## config.mk

```make
export PLATFORM = sky130hd
export DESIGN_NAME = mem_arbiter
export DESIGN_NICKNAME = d
export VERILOG_FILES = /design/src/rtl/mem_arbiter.sv
export SDC_FILE = /design/constraint.sdc
export NUM_CORES = 1
export LEC_CHECK = 0
export CORE_MARGIN = 1.5
export CORE_UTILIZATION = 44
export CTS_BUF_LIST = sky130_fd_sc_hd__clkbuf_2
export DETAILED_ROUTE_END_ITERATION = 8
export PLACE_DENSITY_LB_ADDON = 0.1
export SLEW_MARGIN = 10
export SYNTH_ARGS = -nofsm -noshare
export SYNTH_HDL_FRONTEND = slang
export SYNTH_SLANG_ARGS = --single-unit
```

## constraint.sdc

```tcl
create_clock -name clk -period 1.5 [get_ports clk]
set_input_delay 0.225 -clock clk [delete_from_list [all_inputs] [get_ports clk]]
set_output_delay 0.225 -clock clk [all_outputs]
set_load 0.01 [all_outputs]
```

## src/rtl/mem_arbiter.sv

```systemverilog
// mem_arbiter: shares one memory unit between the eval unit (client 0) and
// the host loader/REPL (client 1). Each client sees a private-memory style
// execute/ready handshake; requests are buffered, issued one at a time with
// round-robin priority, and each response is routed back to its requester.

module mem_arbiter #(
    parameter int ADDR_W = 10,
    parameter int DATA_W = 24
) (
    input  logic              clk,
    input  logic              rst,
    input  logic              c0_execute,
    input  logic [1:0]        c0_func,
    input  logic [ADDR_W-1:0] c0_addr0,
    input  logic [ADDR_W-1:0] c0_addr1,
    input  logic [3:0]        c0_type_info,
    output logic              c0_ready,
    output logic [ADDR_W-1:0] c0_addr,
    output logic [DATA_W-1:0] c0_data,
    input  logic              c1_execute,
    input  logic [1:0]        c1_func,
    input  logic [ADDR_W-1:0] c1_addr0,
    input  logic [ADDR_W-1:0] c1_addr1,
    input  logic [3:0]        c1_type_info,
    output logic              c1_ready,
    output logic [ADDR_W-1:0] c1_addr,
    output logic [DATA_W-1:0] c1_data,
    output logic              mem_execute,
    output logic [1:0]        mem_func,
    output logic [ADDR_W-1:0] mem_addr0,
    output logic [ADDR_W-1:0] mem_addr1,
    output logic [3:0]        mem_type_info,
    input  logic              mem_ready,
    input  logic [ADDR_W-1:0] mem_addr,
    input  logic [DATA_W-1:0] mem_data,
    output logic              grant,
    output logic              busy,
    output logic [1:0]        overflow
);

    localparam logic [1:0] POWERUP = 2'd0;
    localparam logic [1:0] IDLE    = 2'd1;
    localparam logic [1:0] WAIT    = 2'd2;

    logic [1:0]        state;
    logic [1:0]        pend;
    logic              last_grant;
    logic              sel;
    logic [1:0]        exec;
    logic [1:0]        done;

    logic [1:0]        in_func      [2];
    logic [ADDR_W-1:0] in_addr0     [2];
    logic [ADDR_W-1:0] in_addr1     [2];
    logic [3:0]        in_type_info [2];

    logic [1:0]        buf_func      [2];
    logic [ADDR_W-1:0] buf_addr0     [2];
    logic [ADDR_W-1:0] buf_addr1     [2];
    logic [3:0]        buf_type_info [2];

    assign exec            = {c1_execute, c0_execute};
    assign in_func[0]      = c0_func;
    assign in_func[1]      = c1_func;
    assign in_addr0[0]     = c0_addr0;
    assign in_addr0[1]     = c1_addr0;
    assign in_addr1[0]     = c0_addr1;
    assign in_addr1[1]     = c1_addr1;
    assign in_type_info[0] = c0_type_info;
    assign in_type_info[1] = c1_type_info;

    // Completion of the granted client's transaction happens on this edge
    assign done[0] = (state == WAIT) && mem_ready && !grant;
    assign done[1] = (state == WAIT) && mem_ready && grant;

    // On a tie the client that was not served last wins; otherwise the lone pending one
    assign sel = (&pend) ? ~last_grant : pend[1];

    // Latch each client's pulsed request and flag requests that arrive while one is still outstanding
    always_ff @(posedge clk or negedge rst) begin
        if (!rst) begin
            pend     <= 2'b00;
            overflow <= 2'b00;
            for (int n = 0; n < 2; n++) begin
                buf_func[n]      <= '0;
                buf_addr0[n]     <= '0;
                buf_addr1[n]     <= '0;
                buf_type_info[n] <= '0;
            end
        end else begin
            for (int n = 0; n < 2; n++) begin
                if (exec[n]) begin
                    if (pend[n] && !done[n]) begin
                        overflow[n] <= 1'b1;
                    end else begin
                        pend[n]          <= 1'b1;
                        buf_func[n]      <= in_func[n];
                        buf_addr0[n]     <= in_addr0[n];
                        buf_addr1[n]     <= in_addr1[n];
                        buf_type_info[n] <= in_type_info[n];
                    end
                end else if (done[n]) begin
                    pend[n] <= 1'b0;
                end
            end
        end
    end

    // Sequence power-up, issue and completion, registering every outgoing signal
    always_ff @(posedge clk or negedge rst) begin
        if (!rst) begin
            state         <= POWERUP;
            last_grant    <= 1'b1;
            grant         <= 1'b0;
            busy          <= 1'b0;
            mem_execute   <= 1'b0;
            mem_func      <= '0;
            mem_addr0     <= '0;
            mem_addr1     <= '0;
            mem_type_info <= '0;
            c0_ready      <= 1'b0;
            c0_addr       <= '0;
            c0_data       <= '0;
            c1_ready      <= 1'b0;
            c1_addr       <= '0;
            c1_data       <= '0;
        end else begin
            mem_execute   <= 1'b0;
            mem_func      <= '0;
            mem_addr0     <= '0;
            mem_addr1     <= '0;
            mem_type_info <= '0;
            c0_ready      <= 1'b0;
            c1_ready      <= 1'b0;
            case (state)
                POWERUP: begin
                    if (mem_ready) begin
                        c0_ready <= 1'b1;
                        c0_addr  <= '0;
                        c0_data  <= '0;
                        c1_ready <= 1'b1;
                        c1_addr  <= '0;
                        c1_data  <= '0;
                        state    <= IDLE;
                    end
                end
                IDLE: begin
                    if (|pend) begin
                        mem_execute   <= 1'b1;
                        mem_func      <= buf_func[sel];
                        mem_addr0     <= buf_addr0[sel];
                        mem_addr1     <= buf_addr1[sel];
                        mem_type_info <= buf_type_info[sel];
                        grant         <= sel;
                        busy          <= 1'b1;
                        state         <= WAIT;
                    end
                end
                WAIT: begin
                    if (mem_ready) begin
                        if (grant) begin
                            c1_ready <= 1'b1;
                            c1_addr  <= mem_addr;
                            c1_data  <= mem_data;
                        end else begin
                            c0_ready <= 1'b1;
                            c0_addr  <= mem_addr;
                            c0_data  <= mem_data;
                        end
                        last_grant <= grant;
                        busy       <= 1'b0;
                        state      <= IDLE;
                    end
                end
                default: begin
                    state <= IDLE;
                end
            endcase
        end
    end

endmodule

```

==> impl_metrics.xml <==
<?xml version="1.0" encoding="UTF-8"?>
<metrics>
  <group name="synthesis">
    <metric name="synth_top_cells_by_area" unit="">sky130_fd_sc_hd__dfrtp_1 (63%), sky130_fd_sc_hd__mux2_2 (22%), sky130_fd_sc_hd__nand2_1 (3.4%)</metric>
    <metric name="postSynthNetCount" unit="">534</metric>
    <metric name="total_number_of_yosys_warnings" unit="">0</metric>
    <metric name="yosys_register_bits" unit="">158</metric>
    <metric name="netlist_instances" unit="">443</metric>
    <metric name="yosysUniqueCellTypes" unit="">31</metric>
    <metric name="synth_enable_flop_cells" unit="">0</metric>
    <metric name="synth-main-ff-cell" unit="">sky130_fd_sc_hd__dfrtp_1</metric>
    <metric name="synth.cell_area" unit="um2">6202</metric>
    <metric name="synthArstFlopShare" unit="%">100.0</metric>
    <metric name="yosys-top-cells-count" unit="">sky130_fd_sc_hd__dfrtp_1 (157), sky130_fd_sc_hd__mux2_2 (119), sky130_fd_sc_hd__nand2_1 (57)</metric>
    <metric name="yosysMostFrequentCell" unit="">sky130_fd_sc_hd__dfrtp_1</metric>
    <metric name="avgSynthCellArea" unit="um2">14.00</metric>
    <metric name="synthDominantAreaCellType" unit="">sky130_fd_sc_hd__dfrtp_1</metric>
    <metric name="synth-seq-area-share" unit="%">63.77</metric>
    <metric name="synth.top_cell.area_share" unit="%">63.34</metric>
  </group>
  <group name="cells_and_area">
    <metric name="stdcell_area" unit="um2">9497</metric>
    <metric name="finish.net_count" unit="">797</metric>
    <metric name="area.growth.synth_to_final" unit="%">53.12</metric>
    <metric name="final_cell_count_no_fill" unit="">898</metric>
    <metric name="post_route_cells_drive_above_1_share" unit="%">53.56</metric>
  </group>
  <group name="cts">
    <metric name="clock_tree.root_cell" unit="">sky130_fd_sc_hd__clkbuf_2</metric>
    <metric name="cts-htree-levels" unit="">4</metric>
    <metric name="tritoncts_clock_tree" unit="">built</metric>
    <metric name="cts.reportedPaths.clkPinSlew" unit="ns">0.21</metric>
    <metric name="clock_sinks" unit="">158</metric>
    <metric name="number_of_buffers_inserted_during_clock_tree_synthesis" unit="">17</metric>
    <metric name="clkLatencyLatePin" unit="ns">0.69</metric>
    <metric name="clk_path_buf_depth" unit="">2</metric>
  </group>
  <group name="drt">
    <metric name="vias_per_cell" unit="">4.867</metric>
    <metric name="first_iter_violations" unit="">136</metric>
    <metric name="top_layer" unit="">met4</metric>
    <metric name="met3WireLength" unit="um">902</metric>
    <metric name="antenna_left" unit="">0</metric>
    <metric name="route.detailed.wl_per_inst" unit="um">18.01</metric>
    <metric name="via_count" unit="">4371</metric>
    <metric name="drc_errors" unit="">0</metric>
    <metric name="drtPass1Iterations" unit="">4</metric>
    <metric name="wl_met2" unit="mm">8.115</metric>
    <metric name="routed_wirelength" unit="mm">16.18</metric>
    <metric name="wl_met1" unit="mm">6.912</metric>
  </group>
  <group name="pwr">
    <metric name="power_per_cell_area" unit="nW/um2">1981</metric>
    <metric name="power.static_leakage" unit="nW">4.842</metric>
    <metric name="power.ir.vdd_worst" unit="V">0.0008903</metric>
  </group>
  <group name="global_route">
    <metric name="grt_pass1_vias" unit="">4554</metric>
    <metric name="grt.overflow.total" unit="">0</metric>
    <metric name="grt_pass1_wl" unit="mm">23.61</metric>
    <metric name="grt_start_max_net_pins" unit="">35</metric>
    <metric name="grtUsageTotal" unit="%">21.42</metric>
    <metric name="antenna_found_initial" unit="">1</metric>
  </group>
  <group name="floorplan">
    <metric name="die_h" unit="um">121.7</metric>
    <metric name="chipWidth" unit="um">121.7</metric>
    <metric name="row_count" unit="">43</metric>
    <metric name="dieArea" unit="um2">14820</metric>
    <metric name="initial_standard_cell_utilization_of_the_core" unit="%">44.86</metric>
    <metric name="top_level_ports" unit="">192</metric>
    <metric name="core_footprint" unit="um2">13830</metric>
  </group>
  <group name="min_path">
    <metric name="timing.hold.worst_path_depth" unit="">2</metric>
    <metric name="min_delay_worst_endpoint" unit="">buf_addr0[6]</metric>
    <metric name="worstHoldStart" unit="">c1_addr0[6]</metric>
    <metric name="hp-class" unit="">primary input to flop</metric>
  </group>
  <group name="critical_path">
    <metric name="worstSetupEndpointType" unit="">flop</metric>
    <metric name="timing.setup.critical_path_class" unit="">flop to flop</metric>
    <metric name="critPathSlowestCell" unit="">sky130_fd_sc_hd__dfrtp_2</metric>
    <metric name="arrival_time_of_the_worst_setup_path" unit="ns">2.27</metric>
    <metric name="timing.rr.start" unit="">grant</metric>
    <metric name="critical_path_required" unit="ns">2.11</metric>
    <metric name="reg_to_reg_slack_setup" unit="ns">-0.16</metric>
    <metric name="worst_path_most_repeated_cell" unit="">sky130_fd_sc_hd__buf_6</metric>
    <metric name="path_cells" unit="">buf_6 &gt; and4bb_2 &gt; o21ai_4 &gt; buf_6 &gt; clkbuf_16 &gt; mux2_4</metric>
    <metric name="worst_path_largest_cell_delay" unit="ns">0.43</metric>
    <metric name="worstSetupStartpointType" unit="">flop</metric>
    <metric name="crit-reg2reg-capture" unit="">buf_func[2]</metric>
    <metric name="cp_max_fo" unit="">5</metric>
    <metric name="reg2regPathDepth" unit="">6</metric>
  </group>
  <group name="placed_design">
    <metric name="post_dp_cell_area" unit="um2">8668</metric>
    <metric name="hpwlAfterDp" unit="mm">9.875</metric>
    <metric name="io_buffer_count" unit="">191</metric>
    <metric name="gp_congestion" unit="">0.7767</metric>
    <metric name="placed_cells_incl_taps" unit="">823</metric>
  </group>
  <group name="timing">
    <metric name="setup_viol" unit="">103</metric>
    <metric name="worst_clock_skew" unit="ns">0.03332</metric>
    <metric name="timing_max_transition_violations_final" unit="">0</metric>
    <metric name="rsz0062_at_grt" unit="">yes</metric>
    <metric name="max_freq" unit="GHz">0.6013</metric>
    <metric name="timing.final.crit_period" unit="ns">1.663</metric>
    <metric name="finalHoldViolations" unit="">0</metric>
    <metric name="finalWorstSetupSlack" unit="ns">-0.1630</metric>
    <metric name="timing.slew.headroom" unit="%">69.67</metric>
    <metric name="worst-slew-pin-transition" unit="ns">0.4549</metric>
    <metric name="final.period_utilization" unit="%">110.9</metric>
  </group>
  <group name="status">
    <metric name="status" unit="">finished with violations</metric>
    <metric name="failed_checks" unit="">setup timing</metric>
  </group>
  <group name="run">
    <metric name="max_cap_violation_count" unit="">0</metric>
  </group>
</metrics>
worst max-delay path, delay by kind of cell (launching register included):
family | cells | cell delay [ns]
buf+inv | 3 | 0.41
mux | 1 | 0.30
simple gates | 1 | 0.26
flops | 1 | 0.43
compound gates | 1 | 0.20
through the flow:
stage	hold WS [ns]	total power, mW	util [%]	setup WS, ns	setup TNS, ns
2_1_floorplan	-0.07059	11.10	-	-0.04640	-2.024
3_3_place_gp	0.1282	15.12	62.69	-0.3446	-35.61
3_5_place_dp	0.1316	15.35	62.69	-0.3755	-36.12
4_1_cts	0.003749	17.65	64.71	-0.1630	-12.53
5_1_grt	0.02511	19.95	68.68	-0.2079	-20.91
6_report	0.1209	18.81	68.68	-0.1630	-8.198
logic make-up (layout without fill, tap and decap cells):
logic type	count (synthesis)	in the layout	share of synthesized area, %
DFF	158	158	63.77
muxes	121	121	21.95
and+or+nand+nor	98	98	7.767
AOI/OAI and AO/OA	38	38	3.974
buffers and inverters	28	302	2.542
other	0	1	0
final cells by class:
cell class	instances	area, um2
diodes	1	2.502
clock buffers	20	100.1
clock inverters	10	98.84
fillers	1032	4330
inverters	6	25.02
multi-input cells	257	2555
flip-flops and latches	158	3958
well taps	180	225.2
repair buffers	266	2532
report_power, final:
| group | switching (mW) | total [mW] | internal, mW |
|---|---|---|---|
| registers | 1.07 | 7.31 | 6.23 |
| logic | 3.83 | 9.39 | 5.56 |
| clock network | 1.38 | 2.11 | 0.737 |
registers in the layout, summed over array words and instances, names as in the netlist, 2 cells and up:
name and count:
buf_addr0 20, buf_addr1 20, buf_func 4, buf_type_info 8, c0_addr 10, c0_data 24, c1_addr 10, c1_data 24
mem_addr0 10, mem_addr1 10, mem_func 2, mem_type_info 4, overflow 2, pend 2, state 2
how the worst max path moves through the flow:
stage,from,to,cells past startpoint
after CTS,grant,grant,2
after global placement,mem_ready,buf_addr1[15],5
after global routing,grant,grant,2
after detailed placement,mem_ready,buf_addr1[14],5
after floorplan,state[1],buf_addr0[10],4
final,grant,buf_func[2],6
layout by cell type (no fill, tap or decap), types with 2 or more instances in the layout:
cell type                         netlist  final
sky130_fd_sc_hd__a21oi_1               26     14
sky130_fd_sc_hd__a21oi_2                1     12
sky130_fd_sc_hd__and2_4                 0     34
sky130_fd_sc_hd__buf_12                 0     14
sky130_fd_sc_hd__buf_16                 0      2
sky130_fd_sc_hd__buf_2                  9     73
sky130_fd_sc_hd__buf_4                  3     33
sky130_fd_sc_hd__buf_6                  4     46
sky130_fd_sc_hd__buf_8                  0      2
sky130_fd_sc_hd__bufinv_16              0      2
sky130_fd_sc_hd__clkbuf_16              0      5
sky130_fd_sc_hd__clkbuf_2               0     20
sky130_fd_sc_hd__clkdlybuf4s50_1        0     89
sky130_fd_sc_hd__clkinv_1               0      3
sky130_fd_sc_hd__clkinv_2               0      4
sky130_fd_sc_hd__dfrtp_1              157    155
sky130_fd_sc_hd__dfrtp_2                0      2
sky130_fd_sc_hd__dlygate4sd3_1          0      2
sky130_fd_sc_hd__inv_1                  6      4
sky130_fd_sc_hd__mux2_2               119     41
sky130_fd_sc_hd__mux2_4                 0     79
sky130_fd_sc_hd__nand2_1               57     57
sky130_fd_sc_hd__nor2_1                 2      2
layer usage:
layer | vias up | GRT usage (%)
li1 | 2033 | -
met1 | 2197 | 26.36
met2 | 125 | 36.37
met3 | 16 | 5.524
met4 | 0 | 8.162
met5 | - | 0
what timing repair did:
| item | in CTS | in global routing |
|---|---|---|
| hold buffers | 2 | 1 |
| resized for setup | 484 | 90 |
| gates cloned | 4 | 5 |
| buffers inserted | 17 | 18 |
| pin swaps | 10 | 18 |
| setup endpoints to repair | 151 | 244 |
| hold endpoints to repair | 158 | 24 |
Note: power is estimated with default switching activity, not from simulation.
